[src/rtl/bar_sprite_engine.sv]
// Bar sprite engine: N_BARS vertical bars whose top-edge y is written by a custom
// instruction and committed at frame start, with a one-cycle registered pixel path.
module bar_sprite_engine #(
  parameter int                   N_BARS    = 2,
  parameter int                   BAR_W     = 10,
  parameter int                   BAR_H     = 30,
  parameter logic [11*N_BARS-1:0] X_POS     = {11'd620, 11'd10},
  parameter int                   Y_INIT    = 285,
  parameter int                   Y_MAX     = 450,
  parameter int                   SLEW_MODE = 0,
  parameter int                   STEP      = 4
) (
  input  logic              clk_in,
  input  logic              i_rst,
  input  logic              clk_en,
  input  logic [2:0]        sel,
  input  logic [9:0]        coordY,
  input  logic              frame_start,
  input  logic              o_active,
  input  logic [10:0]       o_x,
  input  logic [9:0]        o_y,
  output logic              wr_ack,
  output logic              wr_err,
  output logic [N_BARS-1:0] pending,
  output logic              color,
  output logic [2:0]        bar_hit
);

  localparam logic [9:0]  Y_INIT10 = 10'(Y_INIT);
  localparam logic [9:0]  Y_MAX10  = 10'(Y_MAX);
  localparam logic [9:0]  STEP10   = 10'(STEP);
  localparam logic [11:0] BAR_W12  = 12'(BAR_W);
  localparam logic [11:0] BAR_H12  = 12'(BAR_H);
  localparam logic [3:0]  N_BARS4  = 4'(N_BARS);

  logic [9:0]        y_q      [N_BARS];
  logic [9:0]        target_q [N_BARS];
  logic [N_BARS-1:0] pending_q;

  logic [9:0]        next_y   [N_BARS];
  logic [N_BARS-1:0] next_done;
  logic [9:0]        diff;
  logic [9:0]        clamped;
  logic              sel_bad;

  assign pending = pending_q;
  assign sel_bad = ({1'b0, sel} >= N_BARS4);
  assign clamped = (coordY > Y_MAX10) ? Y_MAX10 : coordY;

  // Position each pending bar would take if a frame_start committed it now.
  always_comb begin
    diff      = '0;
    next_done = '0;
    for (int i = 0; i < N_BARS; i++) begin
      next_y[i] = target_q[i];
      if (SLEW_MODE != 0) begin
        if (target_q[i] > y_q[i]) begin
          diff      = target_q[i] - y_q[i];
          next_y[i] = y_q[i] + ((diff > STEP10) ? STEP10 : diff);
        end else begin
          diff      = y_q[i] - target_q[i];
          next_y[i] = y_q[i] - ((diff > STEP10) ? STEP10 : diff);
        end
      end
      next_done[i] = (next_y[i] == target_q[i]);
    end
  end

  // Hit test; widened to 12 bits so edge sums near the top of the range cannot wrap.
  logic [11:0] px, py, x0, y0;
  logic        hit_any;
  logic [2:0]  hit_idx;

  always_comb begin
    // NOTE: every comb output gets a default up front so no path can infer a latch.
    px      = {1'b0, o_x};
    py      = {2'b0, o_y};
    x0      = '0;
    y0      = '0;
    hit_any = 1'b0;
    hit_idx = 3'd0;
    // Walk from the highest index down so the lowest overlapping bar wins.
    for (int i = N_BARS - 1; i >= 0; i--) begin
      x0 = {1'b0, X_POS[11*i +: 11]};
      y0 = {2'b0, y_q[i]};
      if (px >= x0 && px < x0 + BAR_W12 && py >= y0 && py < y0 + BAR_H12) begin
        hit_any = 1'b1;
        hit_idx = 3'(i);
      end
    end
  end

  always_ff @(posedge clk_in) begin
    // NOTE: the per-bar registers are a handful of flops, not a RAM, so resetting them is fine.
    if (i_rst) begin
      for (int i = 0; i < N_BARS; i++) begin
        y_q[i]      <= Y_INIT10;
        target_q[i] <= Y_INIT10;
      end
      pending_q <= '0;
      color     <= 1'b0;
      bar_hit   <= 3'd0;
      wr_ack    <= 1'b0;
      wr_err    <= 1'b0;
    end else begin
      wr_ack  <= clk_en;
      wr_err  <= clk_en && sel_bad;
      color   <= o_active && hit_any;
      bar_hit <= (o_active && hit_any) ? hit_idx : 3'd0;
      for (int i = 0; i < N_BARS; i++) begin
        if (frame_start && pending_q[i]) begin
          y_q[i] <= next_y[i];
          if (next_done[i]) pending_q[i] <= 1'b0;
        end
        // A same-cycle write lands after the commit above, so it stays pending.
        if (clk_en && !sel_bad && sel == 3'(i)) begin
          target_q[i]  <= clamped;
          pending_q[i] <= 1'b1;
        end
      end
    end
  end

endmodule

[config.mk]
export PLATFORM = sky130hd
export DESIGN_NAME = bar_sprite_engine
export DESIGN_NICKNAME = d
export VERILOG_FILES = /design/src/rtl/bar_sprite_engine.sv
export SDC_FILE = /design/constraint.sdc
export NUM_CORES = 1
export LEC_CHECK = 0
export ABC_AREA = 1
export BUFFER_PORTS_ARGS = -buffer_cell sky130_fd_sc_hd__clkbuf_2
export CAP_MARGIN = 20
export CORE_MARGIN = 2
export CORE_UTILIZATION = 28
export CTS_CLUSTER_DIAMETER = 80
export DETAILED_ROUTE_END_ITERATION = 10
export GPL_TIMING_DRIVEN = 0
export PLACE_DENSITY = 0.47
export REMOVE_ABC_BUFFERS = 1
export SYNTH_ARGS = -nofsm -noshare
export SYNTH_HDL_FRONTEND = slang
export SYNTH_SLANG_ARGS = --single-unit
export TNS_END_PERCENT = 5
[constraint.sdc]
create_clock -name clk_in -period 2 [get_ports clk_in]
set_input_delay 0.3 -clock clk_in [delete_from_list [all_inputs] [get_ports clk_in]]
set_output_delay 0.3 -clock clk_in [all_outputs]
set_load 0.05 [all_outputs]
## Yosys cells after proc, flatten, opt, wreduce, memory -nomap -nowiden

Memory sizes are Yosys's and may differ from the RTL's.
Cells that the tools add are included.

- Add/sub/neg operators: 2
- Magnitude comparators: 10
- Equality and inequality tests: 1
- Muxes and demuxes: 26
- Bitwise gates (word level): 5
- Reductions and logical operators: 18

Operators by type and width:

| kind | number |
|---|---|
| 10-bit two-way mux | 5 |
| 10-bit by 5-bit adder with 11-bit output (second input constant) | 2 |
| 10-bit by 11-bit less-than comparator with 1-bit output | 2 |
| 1-bit two-way mux | 21 |
| 10-bit greater-or-equal comparator | 2 |
| 1-bit logical AND | 13 |
| 11-bit by 10-bit greater-or-equal comparator with 1-bit output (second input constant) | 1 |
| 11-bit by 4-bit greater-or-equal comparator with 1-bit output (second input constant) | 1 |
| 11-bit by 10-bit less-than comparator with 1-bit output (second input constant) | 1 |
| 11-bit by 5-bit less-than comparator with 1-bit output (second input constant) | 1 |
| 10-bit by 9-bit > comparator with 1-bit output (second input constant) | 1 |
| 1-bit OR | 4 |
| 2-bit nonzero test | 2 |
| 3-bit by 1-bit equality test with 1-bit output (second input constant) | 1 |
| 3-bit by 2-bit greater-or-equal comparator with 1-bit output (second input constant) | 1 |
| 3-bit zero test | 1 |
| 3-bit OR reduction | 1 |
| 1-bit zero test | 1 |
| 1-bit NOT | 1 |

- Register bits: 8
- Memory bits (writable): 40
- Logic and storage cells: 70
- Memories: 2

Memories:

| memory | depth | bits a word | rd ports | clocked after memory_dff | write ports | RTL line | source |
|---|---|---|---|---|---|---|---|
| target_q | 2 | 10 | 2 | 0 | 2 | 37 | `logic [9:0] target_q [N_BARS];` |
| y_q | 2 | 10 | 2 | 0 | 2 | 36 | `logic [9:0] y_q [N_BARS];` |

## Logic depth before layout (Yosys ltp)

Gate-level depths: netlist of run 1.

- Depth after elaboration: 9
- Mapped depth: 14
- Gate-level depth less buffers: 14

## Worst setup path before layout of run 1

Ideal clock, no wire load.

- Path kind: register to register
- Start point: memory y_q[0][1]
- End point: register color
- Data arrival time: 1.812 ns
- Data required time: 1.934 ns
- Setup slack: 0.122 ns
- Cell stages (with the launch flop): 14
- Buffers on the path: 0
- Clock period less this slack: 1.878 ns
- Path through: edfxtp_1 > inv_1 > ha_1 > nand3_1 > nand2_1 > nor2_1 > nand3_1 > xor2_1 > ha_1 > nand2_2 > nor2_1 > nor2_2 > nand3_2 > a21oi_2

RTL lines:

| element | RTL line | source |
|---|---|---|
| start, declared | 36 |  |
| end signal, assigned | 108 | `color <= o_active && hit_any;` |
| end, declared | 25 | `output logic color,` |

==> results by group, run 1 <==
Synth
  – Count of state elements after synthesis: 46
  – Post-synth top area share: 39.5%
  – Synth Cell Area: 3040 µm²
  – Area contributors post-synth: edfxtp_1 39%, ha_1 16%, nand2_1 8.9%
  – Yosys top cell by area: edfxtp_1
  – Mean Syn Cell Area: 8.64 µm²
  – Seq/Total Area, Yosys: 43.4%
  – Syn Inst Count: 352
  – Syn. warnings: 0
  – Distinct cell type count after synthesis: 28

CTS
  – H-tree levels: 2
  – Clock Tree Buf Depth: 2
  – Cts bufs inserted: 5
  – Hold-fix buffers, CTS: 0
  – CTS clock-pin slew for the worst setup and hold paths: 0.08 ns
  – CTS root buffer: clkbuf_8
  – CTS tree: built
  – Worst-Skew Late Latency: 0.29 ns
  – CTS sink cnt: 46

Cells and area
  – Reg area: 1320 µm²
  – Area of the multi-input gates: 1540 µm²
  – Most common cell after layout, fill and taps aside: nand2_1
  – Ant diodes: 0
  – Share of cells above drive strength 1: 20.6%
  – Nets: 490
  – Most frequent cells in the layout: 70 x nand2_1, 55 x inv_1, 43 x clkbuf_2
  – # fillers: 1140
  – Area Overhead vs Synth: 21.3%

Critical path
  – Crit Path Category: reg2reg
  – Worst-path maximum fanout: 4
  – Startpoint class of the critical path: flop
  – Critical path required time: 2.24 ns
  – Arrival @ worst endpoint: 2.22 ns
  – Crit path capture type: flop

Timing
  – Slew Limit Fails: 0
  – Final period util: 99.1%
  – Headroom to the max-slew limit: 66.3%
  – Worst hold slack: 0.256 ns
  – Slew @ Worst Pin: 0.504 ns
  – Minimum clock period: 1.98 ns
  – Final Skew: 0.00561 ns
  – Fmax: 505 MHz
  – Final Hold Viols: 0
  – RSZ-0062 raised after global routing: yes
  – Setup violation total in the final timing report: 0

Global routing
  – Number of global-route vias before repair: 2337
  – Gr usage total: 10.8%
  – First-pass GRT wire length: 10000 µm
  – Gr ovfl total: 0
  – Largest net degree at the start of global routing: 21
  – Antenna violations before repair: 0

Floorplanning
  – Die Ht: 108 µm
  – Effective utilization at floorplan: 28.4%
  – Area of the core: 10700 µm²
  – Io pins: 47
  – Die area: 11700 µm²
  – Chip width: 108 µm
  – # rows: 38

Pwr
  – Leakage: 1.75 nW
  – Maximum VDD drop: 458 µV
  – Power Dens Cells: 607 nW/µm²
  – Pwr Total: 0.00224 W

Detailed routing
  – First-pass DRT Iterations: 4
  – Initial drt markers: 58
  – Vias per cell: 4.22
  – Final WL: 5740 µm
  – DRC: 0
  – DR vias: 2327
  – Final ANT Viol Nets: 0
  – Routed len/inst: 10.4 µm

Placement
  – IO Port Bufs: 43
  – Placer Congestion: 0.765
  – Final HPWL DP: 4820 µm

Hold path
  – HP Class: in2reg

Run
  – Max-cap violations: 0

Status
  – Outcome: complete, no violations
-- through the flow --
| step | TNS, ns | instance area, µm² | worst slack, ns | util (%) | instances |
|---|---|---|---|---|---|
| final | 0 | 3690 | 0.0181 | 34.5 | 552 |
| after floorplan | 0 | 3030 | 0.122 | - | 351 |
| after detailed placement | -0.212 | 3420 | -0.123 | 32.0 | 534 |
| after global placement | -0.185 | 3420 | -0.104 | 32.0 | 534 |
| after global routing | -0.334 | 3690 | -0.178 | 34.5 | 552 |
| after CTS | -0.101 | 3650 | -0.0658 | 34.1 | 551 |
-- cell usage after synthesis (all sizes together) --
| cell type | number |
|---|---|
| a21o | 2 |
| a21oi | 18 |
| and2 | 1 |
| buf | 2 |
| clkbuf | 2 |
| conb | 1 |
| dfxtp | 6 |
| edfxtp | 40 |
| ha | 40 |
| inv | 58 |
| nand2 | 74 |
| nand3 | 18 |
| nand3b | 1 |
| nand4 | 4 |
| nor2 | 46 |
| nor3 | 5 |
| o21a | 1 |
| o21ai | 7 |
| o21bai | 1 |
| or2 | 11 |
| xnor2 | 2 |
| xor2 | 12 |
-- logic make-up (layout without fill, tap and decap cells) --
| family | after synthesis | after routing | share of synthesized area, % |
|---|---|---|---|
| AND/OR/NAND/NOR | 160 | 160 | 22.9 |
| adder cells (fa/ha/maj) | 40 | 40 | 16.4 |
| other | 1 | 4 | 0.123 |
| flip-flops | 46 | 46 | 43.4 |
| buffers and inverters | 62 | 119 | 7.89 |
| AO/OA/AOI/OAI | 29 | 29 | 5.22 |
| XOR/XNOR | 14 | 14 | 4.03 |
-- per-layer routing --
layer	global-route usage, %	part of all wire (%)	up-vias
met5	0	0	-
met4	3.02	1.2	0
met3	1.15	3.0	7
met2	20.1	50	41
met1	13.1	45	1028
li1	-	-	1251
-- power breakdown --
part,switching [W],leakage (nW),internal [W]
sequential,0.0000191,0.419,0.00109
combinational,0.000190,1.26,0.000116
clock,0.000292,0.0714,0.000533
total,0.000501,1.75,0.00174
-- registers in the layout, summed over array words and instances, names as in the netlist --
name	flops
target_q	20
y_q	20
pending	2
bar_hit	1
color	1
wr_ack	1
wr_err	1
-- final cells by class --
cell class                      instances  share of cell area, %
Clock inverter                          2                   1.63
Sequential cell                        46                   35.8
Tap cell                              140                   4.75
Inverter                               58                   5.90
Clock buffer                            6                   2.24
Timing Repair Buffer                   53                   7.87
Multi-Input combinational cell        247                   41.8
-- timing repair --
| item | 4_1_cts | 5_1_grt |
|---|---|---|
| resized for setup | 6 | 10 |
| setup endpoints to repair | 2 | 2 |
| buffers inserted | 9 | 1 |
| pin swaps | 5 | 5 |
-- worst paths after layout --
path / slack (ns) / startpoint / endpoint / cells after the start
max: 0.02 / y_q[0][1]$_SDFFCE_PN0P_ / color$_SDFF_PP0_ / 13
min: 0.26 / clk_en / wr_ack$_SDFF_PP0_ / 3
max reg2reg: 0.02 / y_q[0][1]$_SDFFCE_PN0P_ / color$_SDFF_PP0_ / 13
min reg2reg: 0.50 / pending[1]$_SDFFE_PP0P_ / pending[1]$_SDFFE_PP0P_ / 2
-- critical path, cell delays in order (launching register included) --
cell and delay, ns:
edfxtp_1 0.38, inv_2 0.07, ha_1 0.23, nand3_2 0.10
nand2_1 0.06, nor2_2 0.12, nand3_1 0.10, xor2_1 0.15
ha_1 0.28, nand2_2 0.07, nor2_1 0.05, nor2_2 0.11
nand3_2 0.07, a21oi_2 0.12
Note: power is estimated with default switching activity, not from simulation.
==> run 2, diff against run 1 <==
ABC_CLOCK_PERIOD_IN_PS = 2000   (was default)
CAP_MARGIN = 25   (was 20)
CORE_ASPECT_RATIO = 1.5   (was default)
==> run 2 against run 1 <==
  * Wire length rose by 0.73%
  * Largest cell class unchanged
  * Non-clock buffer count rose by 6
  * Combinational power rose by 3%
  * Critical endpoint unchanged
  * Register-to-register slack barely moved
==> results by group, run 2 (synthesis results as in run 1) <==
Status
  – Outcome: complete, no violations (unchanged)

Critical path
  – Startpoint class of the critical path: flop (unchanged)
  – Crit path capture type: flop (unchanged)
  – Worst r2r src: y_q[0][13]$_SDFFCE_PN1P_ (was y_q[0][1]$_SDFFCE_PN0P_)
  – R2R cell count: 15 (was 13)
  – Arrival @ worst endpoint: 2.17 ns (was 2.22 ns)
  – Worst-path maximum fanout: 2 (was 4)
  – Critical path required time: 2.18 ns (was 2.24 ns)
  – Crit Path Category: reg2reg (unchanged)
  – FF-to-FF End: color$_SDFF_PP0_ (unchanged)
  – Reg2Reg Setup Slack: 0.006 ns (was 0.02 ns)

Floorplanning
  – Area of the core: 10600 µm² (was 10700 µm²)
  – Die area: 11700 µm² (about the same)
  – Chip width: 89.1 µm (was 108 µm)
  – Die Ht: 132 µm (was 108 µm)
  – Effective utilization at floorplan: 28.7% (was 28.4%)
  – Io pins: 47 (unchanged)
  – # rows: 46 (was 38)

Timing
  – Final period util: 99.7% (was 99.1%)
  – Final Hold Viols: 0 (unchanged)
  – RSZ-0062 raised after global routing: yes (unchanged)
  – Fmax: 502 MHz (was 505 MHz)
  – Minimum clock period: 1.99 ns (was 1.98 ns)
  – PnR worst setup slack: 0.00606 ns (was 0.0181 ns)
  – Setup violation total in the final timing report: 0 (unchanged)
  – Final Skew: 0.000793 ns (was 0.00561 ns)
  – Slew Limit Fails: 0 (unchanged)

Detailed routing
  – Routed len/inst: 10.3 µm (was 10.4 µm)
  – Initial drt markers: 32 (was 58)
  – Vias per cell: 4.11 (was 4.22)
  – DR vias: 2312 (was 2327)
  – Final WL: 5780 µm (was 5740 µm)
  – DRC: 0 (unchanged)
  – First-pass DRT Iterations: 4 (unchanged)
  – Final ANT Viol Nets: 0 (unchanged)

CTS
  – CTS sink cnt: 46 (unchanged)
  – Clock Tree Buf Depth: 2 (unchanged)
  – CTS root buffer: clkbuf_16 (was clkbuf_8)
  – Worst-Skew Late Latency: 0.28 ns (was 0.29 ns)
  – Hold-fix buffers, CTS: 0 (unchanged)
  – Cts bufs inserted: 5 (unchanged)
  – H-tree levels: 2 (unchanged)
  – CTS tree: built (unchanged)
  – CTS clock-pin slew for the worst setup and hold paths: 0.05 ns (was 0.08 ns)

Placement
  – Worst slack, placed: -0.122 ns (was -0.123 ns)
  – IO Port Bufs: 43 (unchanged)
  – Placer Congestion: 0.705 (was 0.765)
  – Final HPWL DP: 4940 µm (was 4820 µm)
  – DP Area: 3430 µm² (was 3420 µm²)

Global routing
  – Gr ovfl total: 0 (unchanged)
  – First-pass GRT wire length: 9850 µm (was 10000 µm)
  – Largest net degree at the start of global routing: 21 (unchanged)
  – Number of global-route vias before repair: 2351 (was 2337)
  – Gr usage total: 10.7% (was 10.8%)
  – Antenna violations before repair: 0 (unchanged)

Hold path
  – Hold endpoint: color$_SDFF_PP0_ (was wr_ack$_SDFF_PP0_)
  – HP Class: in2reg (unchanged)
  – WHS Path Cells: 3 (unchanged)
  – Min-delay src: o_active (was clk_en)

Cells and area
  – Fin util: 35.5% (was 34.5%)
  – Area Overhead vs Synth: 23.4% (was 21.3%)
  – Most frequent cells in the layout: 70 x nand2_1, 55 x inv_1, 43 x clkbuf_2 (unchanged)
  – Post-route design area: 3750 µm² (was 3690 µm²)
  – Nets: 496 (was 490)
  – Ant diodes: 0 (unchanged)
  – Share of cells above drive strength 1: 22.2% (was 20.6%)
  – Most common cell after layout, fill and taps aside: nand2_1 (unchanged)

Pwr
  – Leakage: 1.78 nW (was 1.75 nW)
  – Maximum VDD drop: 496 µV (was 458 µV)
  – Power Dens Cells: 590 nW/µm² (was 607 nW/µm²)
  – Pwr Total: 0.00221 W (was 0.00224 W)

Run
  – Max-cap violations: 0 (unchanged)
[run 2: final cells by class]
cell class / count / area [µm²]
Clock buffer: 8 / 146
Timing Repair Buffer: 59 / 343
Fill cell: 1154 / 6840
Inverter: 58 / 218
Multi-Input combinational cell: 247 / 1550
Sequential cell: 46 / 1320
Tap cell: 144 / 180
[run 2: repair_timing]
item	in CTS	in global routing
pin swaps	5	6
setup endpoints to repair	2	2
resized for setup	8	13
gates cloned	0	0
setup buffers	9	7
[run 2: worst max-delay path by stage]
stage | start | to | slack (ns) | cells after the start
floorplan | y_q[0][1]$_SDFFCE_PN0P_ | color$_SDFF_PP0_ | 0.12 | 13
global placement | y_q[0][1]$_SDFFCE_PN0P_ | color$_SDFF_PP0_ | -0.12 | 13
detailed placement | y_q[0][1]$_SDFFCE_PN0P_ | color$_SDFF_PP0_ | -0.12 | 12
CTS | y_q[0][12]$_SDFFCE_PN1P_ | color$_SDFF_PP0_ | -0.08 | 13
global route | y_q[0][13]$_SDFFCE_PN1P_ | color$_SDFF_PP0_ | -0.14 | 13
finish | y_q[0][13]$_SDFFCE_PN1P_ | color$_SDFF_PP0_ | 0.006 | 15
[run 2: routing by layer]
layer | GRT usage (%) | share of wire, % | up-vias | routed length [µm]
li1 | - | - | 1262 | -
met1 | 10.1 | 35 | 1008 | 2020
met3 | 1.38 | 3.0 | 7 | 173
met5 | 0 | 0 | - | 0
met4 | 5.14 | 2.8 | 0 | 159
met2 | 21.2 | 59 | 35 | 3420
[run 2: power by group]
group	internal, W	switching (W)
Combinational	0.000121	0.000195
Clock	0.000497	0.000294
Sequential	0.00109	0.0000175
[run 2: worst max-delay path: stages, from the launching register on]
cell and delay [ns]:
edfxtp_1 0.41, buf_4 0.15, buf_4 0.13, inv_1 0.08
nand3_2 0.09, xor2_1 0.15, ha_1 0.27, nand2_1 0.06
nor2_1 0.10, nand2_1 0.05, nand2_1 0.10, nand2_1 0.05
nand2_1 0.06, nand2_1 0.06, nand2_2 0.08, a21oi_2 0.05
[run 2: metrics by stage]
step,hold WS [ns],std cells,setup TNS (ns)
after global placement,0.477,538,-0.221
after CTS,0.264,555,-0.136
final,0.263,562,0
after floorplan,0.369,351,0
after global routing,0.275,562,-0.278
after detailed placement,0.476,538,-0.215
==> run 3, diff against run 2 <==
GPL_TIMING_DRIVEN = default   (was 0)
==> run 3 against run 2 <==
  * Clock skew is essentially flat
  * Sequential share of layout area grew 0.071 points
  * Global-route usage grew 0.25 points
  * Sequential cell count is the same
  * Sequential power is essentially flat
  * Critical endpoint unchanged
==> results by group, run 3 (synthesis results as in run 1) <==
Critical path
  – Reg2Reg Setup Slack: 0.05 ns (was 0.006 ns)
  – Startpoint class of the critical path: flop (unchanged)
  – Critical path required time: 2.22 ns (was 2.18 ns)
  – Crit Path Category: reg2reg (unchanged)
  – Critical path, cell by cell: nor2_2 > nand3_2 > nand2_2 > xor2_1 > ha_1 > a21o_1 > nor2_1 > nand2_1 > nand2_1 > nand2_1 > nand2_1 > nand2_2 > a21oi_2 (was buf_4 > buf_4 > inv_1 > nand3_2 > xor2_1 > ha_1 > nand2_1 > nor2_1 > nand2_1 > nand2_1 > nand2_1 > nand2_1 > nand2_1 > nand2_2 > a21oi_2)
  – Slowest CP cell: edfxtp_1 (unchanged)
  – Bufs and invs on worst path: 0 (was 3)
  – Delay-heaviest family, CP: simple AND/OR/NAND/NOR gates (unchanged)
  – Worst-path maximum fanout: 2 (unchanged)
  – Arrival @ worst endpoint: 2.17 ns (about the same)
  – Critical Path Start: y_q[0][13]$_SDFFCE_PN1P_ (unchanged)
  – Worst r2r src: y_q[0][13]$_SDFFCE_PN1P_ (unchanged)
  – WP depth: 13 (was 15)
  – R2R cell count: 13 (was 15)
  – Crit path top cell by count: nand2_1 (unchanged)
  – Crit path capture type: flop (unchanged)
  – Largest stage delay on the critical path: 0.42 ns (was 0.41 ns)
  – FF-to-FF End: color$_SDFF_PP0_ (unchanged)
  – Critical Path Sink: color$_SDFF_PP0_ (unchanged)

Floorplanning
  – Io pins: 47 (unchanged)
  – # rows: 46 (unchanged)
  – Chip width: 89.1 µm (unchanged)
  – Area of the core: 10600 µm² (unchanged)
  – Die Ht: 132 µm (unchanged)
  – Effective utilization at floorplan: 28.7% (unchanged)
  – Die area: 11700 µm² (unchanged)

CTS
  – H-tree levels: 2 (unchanged)
  – CTS clock-pin slew for the worst setup and hold paths: 0.06 ns (was 0.05 ns)
  – Worst-Skew Late Latency: 0.28 ns (about the same)
  – Cts bufs inserted: 5 (unchanged)
  – CTS root buffer: clkbuf_16 (unchanged)
  – CTS tree: built (unchanged)
  – Clock Tree Buf Depth: 2 (unchanged)
  – CTS sink cnt: 46 (unchanged)

Detailed routing
  – Routed len/inst: 10.4 µm (was 10.3 µm)
  – Final ANT Viol Nets: 0 (unchanged)
  – First-pass DRT Iterations: 4 (unchanged)
  – Vias per cell: 4.06 (was 4.11)
  – Initial drt markers: 43 (was 32)
  – Final WL: 5850 µm (was 5780 µm)
  – DR vias: 2287 (was 2312)
  – DRC: 0 (unchanged)

Cells and area
  – Reg area: 1320 µm² (unchanged)
  – Share of cells above drive strength 1: 21.7% (was 22.2%)
  – Ant diodes: 0 (unchanged)
  – Nets: 497 (was 496)
  – Most common cell after layout, fill and taps aside: nand2_1 (unchanged)
  – # fillers: 1145 (was 1154)
  – Post-route insts no fill: 563 (was 562)
  – Area of the multi-input gates: 1540 µm² (was 1550 µm²)
  – Most frequent cells in the layout: 70 x nand2_1, 55 x inv_1, 43 x clkbuf_2 (unchanged)
  – Area Overhead vs Synth: 23.1% (was 23.4%)

Global routing
  – Gr usage total: 11.0% (was 10.7%)
  – Number of global-route vias before repair: 2285 (was 2351)
  – Antenna violations before repair: 0 (unchanged)
  – First-pass GRT wire length: 9940 µm (was 9850 µm)
  – Gr ovfl total: 0 (unchanged)
  – Largest net degree at the start of global routing: 21 (unchanged)

Run
  – Max-cap violations: 0 (unchanged)

Timing
  – Final period util: 97.4% (was 99.7%)
  – Fmax: 514 MHz (was 502 MHz)
  – Final Skew: 0.00116 ns (was 0.000793 ns)
  – RSZ-0062 raised after global routing: yes (unchanged)
  – Final Hold Viols: 0 (unchanged)
  – Worst hold slack: 0.258 ns (was 0.263 ns)
  – Setup violation total in the final timing report: 0 (unchanged)
  – Slew Limit Fails: 0 (unchanged)
  – Minimum clock period: 1.95 ns (was 1.99 ns)
  – Setup TNS: 0 ns (unchanged)

Pwr
  – Leakage: 1.79 nW (was 1.78 nW)
  – Maximum VDD drop: 428 µV (was 496 µV)
  – Power Dens Cells: 594 nW/µm² (was 590 nW/µm²)

Placement
  – IO Port Bufs: 43 (unchanged)
  – Final HPWL DP: 5090 µm (was 4940 µm)
  – Placer Congestion: 0.724 (was 0.705)
  – Dpl cells: 551 (was 538)

Hold path
  – HP Class: in2reg (unchanged)

Status
  – Outcome: complete, no violations (unchanged)
-- run 3: changes by cell type in the layout (fill, tap and decap cells not counted) --
cell | before | now
nor2_2 | 8 | 6
nor2_1 | 38 | 40
o21ai_1 | 1 | 2
buf_6 | 2 | 0
buf_4 | 14 | 17
ha_2 | 2 | 1
ha_1 | 38 | 39
o21ai_0 | 6 | 5
-- run 3: through the flow --
stage / utilization, % / power (W) / area, µm² / setup slack (ns)
after floorplan: - / 0.00132 / 3030 / 0.122
after global placement: 33.3 / 0.00144 / 3520 / -0.0677
after detailed placement: 33.3 / 0.00144 / 3520 / -0.0868
after CTS: 35.0 / 0.00225 / 3710 / -0.0141
after global routing: 35.4 / 0.00234 / 3750 / -0.141
final: 35.4 / 0.00223 / 3750 / 0.0527
-- run 3: final cells by class --
| cell class | count | area share, % |
|---|---|---|
| Clock buffer | 8 | 3.91 |
| Inverter | 58 | 5.81 |
| Multi-Input combinational cell | 247 | 41.1 |
| Sequential cell | 46 | 35.3 |
| Tap cell | 144 | 4.81 |
| Timing Repair Buffer | 60 | 9.15 |
-- run 3: repair_timing --
item | CTS | global route
pin swaps | 6 | 4
buffers inserted | 2 | 2
gates resized for setup | 10 | 7
setup endpoints to repair | 2 | 2
hold buffers | 0 | 0
-- run 3: worst min-delay path by stage --
stage / cells past startpoint / slack, ns / end / startpoint
floorplan: 1 / 0.37 / pending[0]$_SDFFE_PP0P_ / i_rst
global placement: 2 / 0.48 / pending[0]$_SDFFE_PP0P_ / pending[0]$_SDFFE_PP0P_
detailed placement: 2 / 0.47 / pending[1]$_SDFFE_PP0P_ / pending[1]$_SDFFE_PP0P_
CTS: 3 / 0.26 / wr_ack$_SDFF_PP0_ / clk_en
global route: 3 / 0.27 / wr_ack$_SDFF_PP0_ / clk_en
finish: 3 / 0.26 / wr_ack$_SDFF_PP0_ / clk_en
-- run 3: per-layer routing --
layer	up-vias	part of all wire, %	global-route usage, %
li1	1266	-	-
met1	983	36	10.4
met2	31	59	21.7
met3	7	2.8	1.76
met4	0	2.2	4.73
met5	-	0	0
-- run 3: power breakdown --
group / total (W) / internal, W / switching (W) / leakage, nW
clock network: 0.000804 / 0.000497 / 0.000306 / 0.0712
logic: 0.000316 / 0.000121 / 0.000195 / 1.30
registers: 0.00111 / 0.00109 / 0.0000173 / 0.419
total: 0.00223 / 0.00171 / 0.000519 / 1.79
-- run 3: worst min-delay path, stage by stage --
cell and delay (ns):
clkbuf_2 0.09, inv_1 0.07, nor2_1 0.04
